===== config.mk =====
export PLATFORM = sky130hd
export DESIGN_NAME = motoro_ramp_ctrl
export DESIGN_NICKNAME = d
export VERILOG_FILES = /design/src/rtl/motoro_pkg.sv /design/src/rtl/motoro_tick_gen.sv /design/src/rtl/motoro_ramp_ctrl.sv
export SDC_FILE = /design/constraint.sdc
export NUM_CORES = 1
export LEC_CHECK = 0
export ABC_AREA = 1
export BUFFER_PORTS_ARGS = -buffer_cell sky130_fd_sc_hd__buf_2
export CAP_MARGIN = 40
export CORE_MARGIN = 2
export CORE_UTILIZATION = 55
export CTS_BUF_LIST = sky130_fd_sc_hd__clkbuf_8 sky130_fd_sc_hd__clkbuf_16
export DETAILED_ROUTE_END_ITERATION = 8
export PLACE_DENSITY = 0.74
export SLEW_MARGIN = 20
export SYNTH_ARGS = -nofsm -noshare
export SYNTH_HDL_FRONTEND = slang
export SYNTH_SLANG_ARGS = --single-unit

===== constraint.sdc =====
create_clock -name clk50mhz -period 7.6 [get_ports clk50mhz]
set_clock_uncertainty 0.2 [all_clocks]
set_input_delay 0.76 -clock clk50mhz [delete_from_list [all_inputs] [get_ports clk50mhz]]
set_output_delay 0.76 -clock clk50mhz [all_outputs]
set_load 0.05 [all_outputs]

===== src/rtl/motoro_pkg.sv =====
// Shared definitions for the motor ramp controller: state encoding, 50 MHz
// defaults, and the scaled-down timing used in simulation.
package motoro_pkg;

  typedef enum logic [2:0] {
    ST_IDLE     = 3'd0,
    ST_RAMP     = 3'd1,
    ST_RUN      = 3'd2,
    ST_STOPPING = 3'd3,
    ST_COAST    = 3'd4
  } state_t;

  localparam int FREQ_W_DEF    = 10;
  localparam int FREQ_MIN_DEF  = 10;
  localparam int STEP_DIV_DEF  = 50000;   // 1 ms at 50 MHz
  localparam int COAST_CYC_DEF = 500000;  // 10 ms at 50 MHz

  localparam int SIM_STEP_DIV  = 4;
  localparam int SIM_COAST_CYC = 20;

  // The sequencer is "busy" whenever it is moving or waiting, i.e. not parked.
  function automatic logic busy_state(state_t s);
    return !(s == ST_IDLE || s == ST_RUN);
  endfunction

endpackage


===== src/rtl/motoro_tick_gen.sv =====
// Free-running divider: one-cycle tick every DIV cycles, restartable by a
// synchronous clear so the first tick lands exactly DIV cycles after it.
module motoro_tick_gen #(
  parameter int DIV = 4
) (
  input  logic clk,
  input  logic rst_n,
  input  logic clear,
  output logic tick
);

  localparam int CW = (DIV > 1) ? $clog2(DIV) : 1;

  logic [CW-1:0] cnt;

  assign tick = (cnt == CW'(DIV - 1));

  // NOTE: sequential state uses <= so every flop samples pre-edge values.
  always_ff @(posedge clk or negedge rst_n) begin
    if (!rst_n)              cnt <= '0;
    else if (clear || tick)  cnt <= '0;
    else                     cnt <= cnt + CW'(1);
  end

endmodule


===== src/rtl/motoro_ramp_ctrl.sv =====
// Soft-start/soft-stop sequencer for the 3-phase motor top. Optional emergency
// stop input is enabled by defining MOTORO_RAMP_ESTOP_EN.
module motoro_ramp_ctrl
  import motoro_pkg::*;
#(
  parameter int FREQ_W    = FREQ_W_DEF,
  parameter int STEP_DIV  = STEP_DIV_DEF,
  parameter int FREQ_MIN  = FREQ_MIN_DEF,
  parameter int COAST_CYC = COAST_CYC_DEF
) (
  input  logic              clk50mhz,
  input  logic              nReset,
  input  logic              cmdRun,
  input  logic              cmdDir,
  input  logic [FREQ_W-1:0] cmdFreq,
  input  logic              cmdLoad,
`ifdef MOTORO_RAMP_ESTOP_EN
  input  logic              eStop,
`endif
  output logic              m3start,
  output logic              m3invOrStop,
  output logic [FREQ_W-1:0] m3freq,
  output logic              busy,
  output logic [2:0]        stateOut
);

  localparam int CW = (COAST_CYC > 1) ? $clog2(COAST_CYC) : 1;
  localparam logic [FREQ_W-1:0] FMIN = FREQ_W'(FREQ_MIN);

  state_t            state, state_n;
  logic              cmd_run, cmd_dir;
  logic [FREQ_W-1:0] cmd_tgt;
  logic [FREQ_W-1:0] freq_n;
  logic              start_n, inv_n;
  logic [CW-1:0]     coast_cnt, coast_n;
  logic              tick;

  // NOTE: the command register is a handful of flops, so it is reset like any
  // other state rather than left to power-up values.
  always_ff @(posedge clk50mhz or negedge nReset) begin
    if (!nReset) begin
      cmd_run <= 1'b0;
      cmd_dir <= 1'b0;
      cmd_tgt <= '0;
    end else begin
`ifdef MOTORO_RAMP_ESTOP_EN
      if (eStop) cmd_run <= 1'b0;
      else
`endif
      if (cmdLoad) begin
        cmd_run <= cmdRun;
        cmd_dir <= cmdDir;
        cmd_tgt <= (cmdFreq < FMIN) ? FMIN : cmdFreq;
      end
    end
  end

  // Restarting the divider on every state change aligns steps to state entry.
  motoro_tick_gen #(.DIV(STEP_DIV)) u_tick (
    .clk   (clk50mhz),
    .rst_n (nReset),
    .clear (state_n != state),
    .tick  (tick)
  );

  always_ff @(posedge clk50mhz or negedge nReset) begin
    if (!nReset) begin
      state       <= ST_IDLE;
      m3start     <= 1'b0;
      m3invOrStop <= 1'b0;
      m3freq      <= '0;
      coast_cnt   <= '0;
    end else begin
      state       <= state_n;
      m3start     <= start_n;
      m3invOrStop <= inv_n;
      m3freq      <= freq_n;
      coast_cnt   <= coast_n;
    end
  end

  // NOTE: every output of this block is defaulted first, so no path infers a latch.
  always_comb begin
    state_n = state;
    freq_n  = m3freq;
    start_n = m3start;
    inv_n   = m3invOrStop;
    coast_n = coast_cnt;

    case (state)
      ST_IDLE: begin
        start_n = 1'b0;
        freq_n  = '0;
        if (cmd_run) begin
          state_n = ST_RAMP;
          start_n = 1'b1;
          inv_n   = cmd_dir;
          freq_n  = FMIN;
        end
      end

      ST_RAMP: begin
        if (!cmd_run || cmd_dir != m3invOrStop) begin
          state_n = ST_STOPPING;
        end else if (m3freq == cmd_tgt) begin
          state_n = ST_RUN;
        end else if (tick) begin
          freq_n = (cmd_tgt > m3freq) ? m3freq + FREQ_W'(1) : m3freq - FREQ_W'(1);
          if (freq_n == cmd_tgt) state_n = ST_RUN;
        end
      end

      ST_RUN: begin
        if (!cmd_run || cmd_dir != m3invOrStop) state_n = ST_STOPPING;
        else if (cmd_tgt != m3freq)             state_n = ST_RAMP;
      end

      ST_STOPPING: begin
        // Stop decision is final: further commands wait until IDLE.
        if (tick) begin
          if (m3freq == FMIN) begin
            state_n = ST_COAST;
            start_n = 1'b0;
            freq_n  = '0;
            coast_n = '0;
          end else begin
            freq_n = m3freq - FREQ_W'(1);
          end
        end
      end

      ST_COAST: begin
        if (coast_cnt == CW'(COAST_CYC - 1)) state_n = ST_IDLE;
        else                                 coast_n = coast_cnt + CW'(1);
      end

      default: state_n = ST_IDLE;
    endcase

`ifdef MOTORO_RAMP_ESTOP_EN
    // Holding the coast counter at zero keeps COAST alive while eStop is high.
    if (eStop) begin
      state_n = ST_COAST;
      start_n = 1'b0;
      freq_n  = '0;
      coast_n = '0;
    end
`endif
  end

  assign busy     = busy_state(state);
  assign stateOut = state;

endmodule

## Word-level counts from Yosys, hierarchy flattened

Index checks and enable logic that the tools add are counted.

- Magnitude comparators: 2
- Add/sub/neg operators: 4
- Reductions and logical operators: 13
- Mux-type cells: 29
- Eq/ne operators: 18

Operators by type and width:

| cell | number |
|---|---|
| 10-bit two-way mux | 7 |
| 19-bit two-way mux | 3 |
| 19-bit case mux with 2 select lines | 1 |
| 3-bit two-way mux | 10 |
| 10-bit case mux with 3 select lines | 1 |
| 10-bit equality test | 2 |
| 19-bit by 1-bit adder with 19-bit output, second input constant | 1 |
| 19-bit equality test, second input constant | 1 |
| 16-bit by 1-bit adder with 16-bit output, second input constant | 1 |
| 16-bit equality test, second input constant | 1 |
| 16-bit two-way mux | 1 |
| 3-bit case mux with 5 select lines | 1 |
| 10-bit by 1-bit adder with 10-bit output, second input constant | 1 |
| 10-bit by 4-bit equality test with 1-bit output, second input constant | 1 |
| 10-bit greater-than comparator | 1 |
| 10-bit by 4-bit less-than comparator with 1-bit output, second input constant | 1 |
| 10-bit != test | 1 |
| 10-bit by 1-bit subtractor with 10-bit output, second input constant | 1 |
| 2-bit != test, second input constant | 4 |
| 3-bit by 2-bit equality test with 1-bit output, second input constant | 2 |
| 5-bit AND reduction | 1 |
| 4-bit two-way mux | 1 |
| 2-bit by 1-bit != test with 1-bit output, second input constant | 2 |
| 4-bit AND reduction | 1 |
| 13 further kinds | 19 |

- Output and inout bits: 16
- Register bits after elaboration: 62
- Logic and storage cells: 75

## Logic depth before layout (Yosys ltp)

- Word-level depth: 11
- Depth in mapped cells: 25
- Depth with buffers taken out: 22

## Hierarchy

A second synthesis with hierarchy kept.

- Cells, all modules: 611
- Area, all modules: 4438.0 um^2

Modules (own cells, without submodules):

| module | instances | cells an instance | area each (um^2) | seq. area each (um^2) |
|---|---|---|---|---|
| motoro_ramp_ctrl | 1 | 488 | 3477.1 | 1151.1 |
| motoro_tick_gen | 1 | 123 | 960.9 | 400.4 |

## Worst setup path before layout

No wires, ideal clock.

- Path type: register to register
- Start point: reg m3freq[8]
- End point: reg u_tick.cnt[9]
- Required time: 7.279 ns
- Clock period less this slack: 3.295 ns
- Cell stages (with the launch flop): 23
- Slack: 4.305 ns
- Arrival time: 2.974 ns
- Cells stage by stage: dfrtp_1 -> clkinv_1 -> ha_1 -> nand2_2 -> inv_1 -> a21oi_2 -> nand3_2 -> nand2_2 -> buf_6 -> nand2_1 -> nand3_1 -> nand2_1 -> nor2_1 -> nand2_1 -> nor2_1 -> nand2_1 -> nand2_1 -> nand2_1 -> nand2_1 -> nand3_1 -> nand3_2 -> buf_6 -> nor2_2

- Cells in the longest elaborated chain, start to end: 11

RTL lines:

| what | RTL line | text |
|---|---|---|
| start: declaration | motoro_ramp_ctrl.sv:22 | `output logic [FREQ_W-1:0] m3freq,` |
| start signal: assignment | motoro_ramp_ctrl.sv:77 | `m3freq <= freq_n;` |
| 10-bit by 1-bit subtractor with 10-bit output (tied with other cells) | motoro_ramp_ctrl.sv:108 | `freq_n = (cmd_tgt > m3freq) ? m3freq + FREQ_W'(1) : m3freq - FREQ_W'(1);` |
| 10-bit two-way mux | motoro_ramp_ctrl.sv:108 |  |
| 10-bit equality test | motoro_ramp_ctrl.sv:109 | `if (freq_n == cmd_tgt) state_n = ST_RUN;` |
| 3-bit two-way mux | motoro_ramp_ctrl.sv:109 |  |
| 3-bit two-way mux | motoro_ramp_ctrl.sv:107 | `end else if (tick) begin` |
| 3-bit two-way mux | motoro_ramp_ctrl.sv:105 | `end else if (m3freq == cmd_tgt) begin` |
| 3-bit two-way mux | motoro_ramp_ctrl.sv:103 | `if (!cmd_run \|\| cmd_dir != m3invOrStop) begin` |
| 3-bit case mux with 5 select lines (*) | motoro_ramp_ctrl.sv:90 | `case (state)` |
| 3-bit != test (*) | motoro_ramp_ctrl.sv:62 | `.clear (state_n != state),` |
| 1-bit logical OR (*) | motoro_tick_gen.sv:21 | `else if (clear \|\| tick) cnt <= '0;` |
| 16-bit two-way mux (*) | motoro_tick_gen.sv:21 |  |
| end signal: assignment | motoro_tick_gen.sv:22 | `else cnt <= cnt + CW'(1);` |
| end: declaration | motoro_tick_gen.sv:14 | `logic [CW-1:0] cnt;` |

Mark *: on every way between the ends. The rest lies on a longest branch, timed or not.
A chain may end at the register's enable or synchronous reset.

## Final worst setup path

- Start point: reg m3freq[8]
- End point: reg u_tick.cnt[4]

Same word-level chain as after synthesis.

==> impl_metrics.csv <==
group,metric,value,unit
outcome,status,"finished, final reports clean",
synth,yosys.area_share.adder,4.43,%
worst_setup_path,worst-endpoint-arrival,3.63,ns
cts,cts.sinks,62,
worst_hold_path,hold_class,"primary input to async pin",
cells_and_area,area_delta_synth_final,9.63,%
placement,port-buffer-count,30,
synth,largest_family_of_logic_cells_by_synthesized_area,"simple AND/OR/NAND/NOR gates",
timing,final-setup-viol-count,0,
cts,insertion_delay,0.35,ns
timing,max_slew.worst_pin.slew,0.876,ns
timing,worst_slew_margin_rel,41.4,%
cells_and_area,number_of_diodes,0,
die,die_area,0.00842,mm^2
die,die_y,91.8,um
die,count_of_boundary_i_o_pins,31,
synth,post_synth_mux_area_share,0.266,%
cts,h-tree-depth,3,
synth,post-synth-top-area-cell,"dfrtp_1",
synth,post_synth_and_or_nand_nor_area_fraction,35.7,%
global_route,grt_util_met2,41.2,%
cts,clock-root-buffer,"clkbuf_8",
cells_and_area,fin_cells,711,
global_route,top_usage_layer,"met2",
cells_and_area,final_net_count,637,
synth,synth_xor_area_share,4.55,%
cts,hold_buffers,0,
global_route,gr-total-overflow,0,
worst_setup_path,crit_fanout,16,
worst_setup_path,critical_path_class,"flop to flop",
drt,post_drt_wl_per_cell,13.6,um
synth,syn-cell-area,0.00424,mm^2
drt,detail_route.first_pass.iterations,5,
global_route,globalRouteTotalUtil,24.2,%
worst_setup_path,timing.critical_path.required,7.61,ns
power,seq_power_share,34.3,%
timing,unrepaired_setup_endpoints_after_global_routing,"false",
synth,postSynthRegisterBits,62,
power,power.internal,696,uW
cells_and_area,final_util,63.0,%
flow_run,drv_cap,0,
global_route,grt_max_degree,63,
worst_setup_path,worst_r2r_endpoint,"u_tick.cnt[4]",
cts,cts-resized-gates,0,
timing,min_period_over_period,47.6,%
drt,routed_wl,9650,um
drt,initialDrtViolationCount,199,
worst_setup_path,cp-start-kind,"flop",
timing,min_period,3.61,ns
placement,gpl.final_weighted_congestion,0.928,
power,leakagePower,2.29,nW
worst_setup_path,reg2reg_depth,20,
global_route,groute.layer.met3.usage,3.78,%
power,net-switching-power,600,uW
power,power.density,279,mW/mm^2
die,core_area,0.00737,mm^2
drt,detailroute.via_count,3751,
global_route,global_route_wire_length_before_repair,16300,um
synth,yosysUniqueCellTypes,39,
synth,synthesis.yosys.warnings,0,
drt,drc,0,
synth,net_count_after_synthesis,606,
worst_setup_path,cp-end-kind,"flop",
die,die_w,91.8,um
power,fraction_of_power_spent_switching_nets,46.3,%
synth,compound_gate_fraction_of_synth_area,9.16,%
cts,clock_tree.buffer_depth,2,
timing,timing.final.max_slew_violations,0,
cts,tritoncts,"yes",
power,clkPwrFrac,20.5,%
global_route,grt_pass1_vias,3626,
drt,ant_nets,0,
cells_and_area,fillers,693,
placement,dpl.hpwl,7200,um
synth,synthCells,576,
cts,cts_setup_buffers,0,
synth,synth_top_cells_by_area,"dfrtp_1 (37%), nand2_1 (11%), inv_1 (6.6%)",
synth,avg_cell_area_syn,7.35,um^2
worst_setup_path,timing.rr.start,"m3freq[8]",
timing,report.final.hold_viol_count,0,
cts,numCtsBuffers,9,
worst_setup_path,regToRegSetupSlack,3.99,ns
global_route,grt_use_met1,30.4,%
placement,dp.cells,694,
global_route,antenna_violations_before_repair,0,
timing,setup_tns,0,ns
drt,via_per_inst,5.28,
cts,clkTransAtPathRegs,0.07,ns
timing,max_freq,277,MHz
synth,netlist.area_leader.share,36.6,%
cells_and_area,drive_gt1_share,15.8,%
synth,ys_seq_area_share,36.6,%
die,floorplan.initialDensity,57.5,%
power,comb_power_share,45.2,%
power,irDropWorstVdd,0.125,mV
die,std_cell_rows,31,
-- per-stage QoR --
step	total power, mW	hold WS (ns)	setup slack (ns)	area (um^2)
6_report	1.30	0.139	3.99	4640
5_1_grt	1.39	0.146	3.59	4640
4_1_cts	1.30	0.271	4.00	4620
3_5_place_dp	1.03	0.258	4.03	4440
3_3_place_gp	1.02	0.247	4.12	4440
2_1_floorplan	0.901	0.233	4.31	4240
-- logic make-up after synthesis --
| kind of cell | after synthesis |
|---|---|
| buffers and inverters | 95 |
| adders and majority gates | 15 |
| muxes | 1 |
| and+or+nand+nor | 308 |
| DFF | 62 |
| AOI/OAI and AO/OA | 73 |
| xor gates and xnor gates | 22 |
-- power by group through the flow --
stage / logic (mW) / registers, mW / clock network [mW]
2_1_floorplan: 0.402 / 0.499 / 0
3_3_place_gp: 0.568 / 0.448 / 0
3_5_place_dp: 0.578 / 0.449 / 0
4_1_cts: 0.583 / 0.444 / 0.271
5_1_grt: 0.659 / 0.452 / 0.283
6_report: 0.586 / 0.444 / 0.265
-- synth_stat cells --
| cell type | instances |
|---|---|
| o21ai_0 | 45 |
| and2_1 | 1 |
| nand2_1 | 129 |
| mux2_2 | 1 |
| o21ai_1 | 1 |
| a21oi_1 | 17 |
| nand4_1 | 7 |
| nor3_2 | 3 |
| clkbuf_1 | 6 |
| nor2_2 | 18 |
| nor4_4 | 1 |
| a32oi_1 | 1 |
| xor2_1 | 19 |
| a21oi_2 | 1 |
| nor3_1 | 10 |
| ha_1 | 15 |
| nand3_2 | 6 |
| nand3b_1 | 4 |
| nor2_4 | 2 |
| o22ai_1 | 4 |
| nor3_4 | 3 |
| o21a_1 | 2 |
| xnor2_1 | 3 |
| o211ai_1 | 1 |
| buf_4 | 3 |
| clkinv_1 | 2 |
| nand3_1 | 55 |
| or2_2 | 1 |
| inv_1 | 75 |
| inv_2 | 6 |
| buf_6 | 3 |
| nand2_4 | 2 |
| nand4_4 | 1 |
| nor4_1 | 6 |
| nor2_1 | 51 |
| nand2_2 | 6 |
| dfrtp_1 | 62 |
| o31ai_1 | 1 |
| and3_1 | 2 |
-- flip-flops by register name (all words and copies together), names as in the netlist --
register     cells
coast_cnt       19
cmd_run          1
m3invOrStop      1
cmd_dir          1
cmd_tgt         10
u_tick.cnt      16
stateOut         3
m3freq          10
m3start          1
-- placed cells by master (no fill, tap or decap), types with 3 or more instances in the layout --
master | netlist | routed
nand2_1 | 129 | 129
inv_1 | 75 | 77
dfrtp_1 | 62 | 62
nand3_1 | 55 | 55
nor2_1 | 51 | 51
o21ai_0 | 45 | 45
buf_2 | 0 | 30
xor2_1 | 19 | 19
nor2_2 | 18 | 18
a21oi_1 | 17 | 17
ha_1 | 15 | 15
clkbuf_8 | 0 | 11
nor3_1 | 10 | 10
nand4_1 | 7 | 7
inv_2 | 6 | 6
nand2_2 | 6 | 6
nand3_2 | 6 | 6
nor4_1 | 6 | 6
nand3b_1 | 4 | 4
o22ai_1 | 4 | 4
xnor2_1 | 3 | 3
nor3_2 | 3 | 3
nor3_4 | 3 | 3
-- worst max-delay path by stage --
stage / from / end / cells past startpoint
CTS: m3freq[8] / u_tick.cnt[4] / 20
global route: m3freq[8] / u_tick.cnt[1] / 20
finish: m3freq[8] / u_tick.cnt[4] / 20
detailed placement: m3freq[8] / u_tick.cnt[2] / 20
floorplan: m3freq[8] / u_tick.cnt[9] / 22
global placement: m3freq[8] / u_tick.cnt[2] / 20
-- worst max-delay path, stage by stage, from the launching register on --
cell and delay (ns):
dfrtp_1 0.41, clkinv_1 0.24, ha_1 0.37, nand2_2 0.10
inv_1 0.06, a21oi_2 0.16, nand3_2 0.27, nand2_2 0.30
nand2_1 0.16, nand2_1 0.10, nand2_1 0.06, nand2_1 0.06
nand3_1 0.07, nor2_1 0.11, nand2_1 0.07, nand2_1 0.07
nand2_1 0.05, nand2_1 0.09, nand3_1 0.10, nand3_2 0.35
nor2_1 0.09
-- cell type report --
| type | count | area (um^2) | share of cell area [%] |
|---|---|---|---|
| Multi-Input combinational cell | 419 | 2290 | 49.4 |
| Clock buffer | 11 | 151 | 3.26 |
| Sequential cell | 62 | 1550 | 33.4 |
| Clock inverter | 5 | 26.3 | 0.566 |
| Tap cell | 99 | 124 | 2.67 |
| Inverter | 83 | 312 | 6.71 |
| Timing Repair Buffer | 32 | 185 | 3.99 |
-- metal layers --
| layer | share of wire (%) | wire length [um] |
|---|---|---|
| met1 | 44 | 4270 |
| met2 | 50 | 4790 |
| met3 | 3.3 | 314 |
| met4 | 2.8 | 274 |
| met5 | 0 | 0 |
Note: power is estimated with default switching activity, not from simulation.
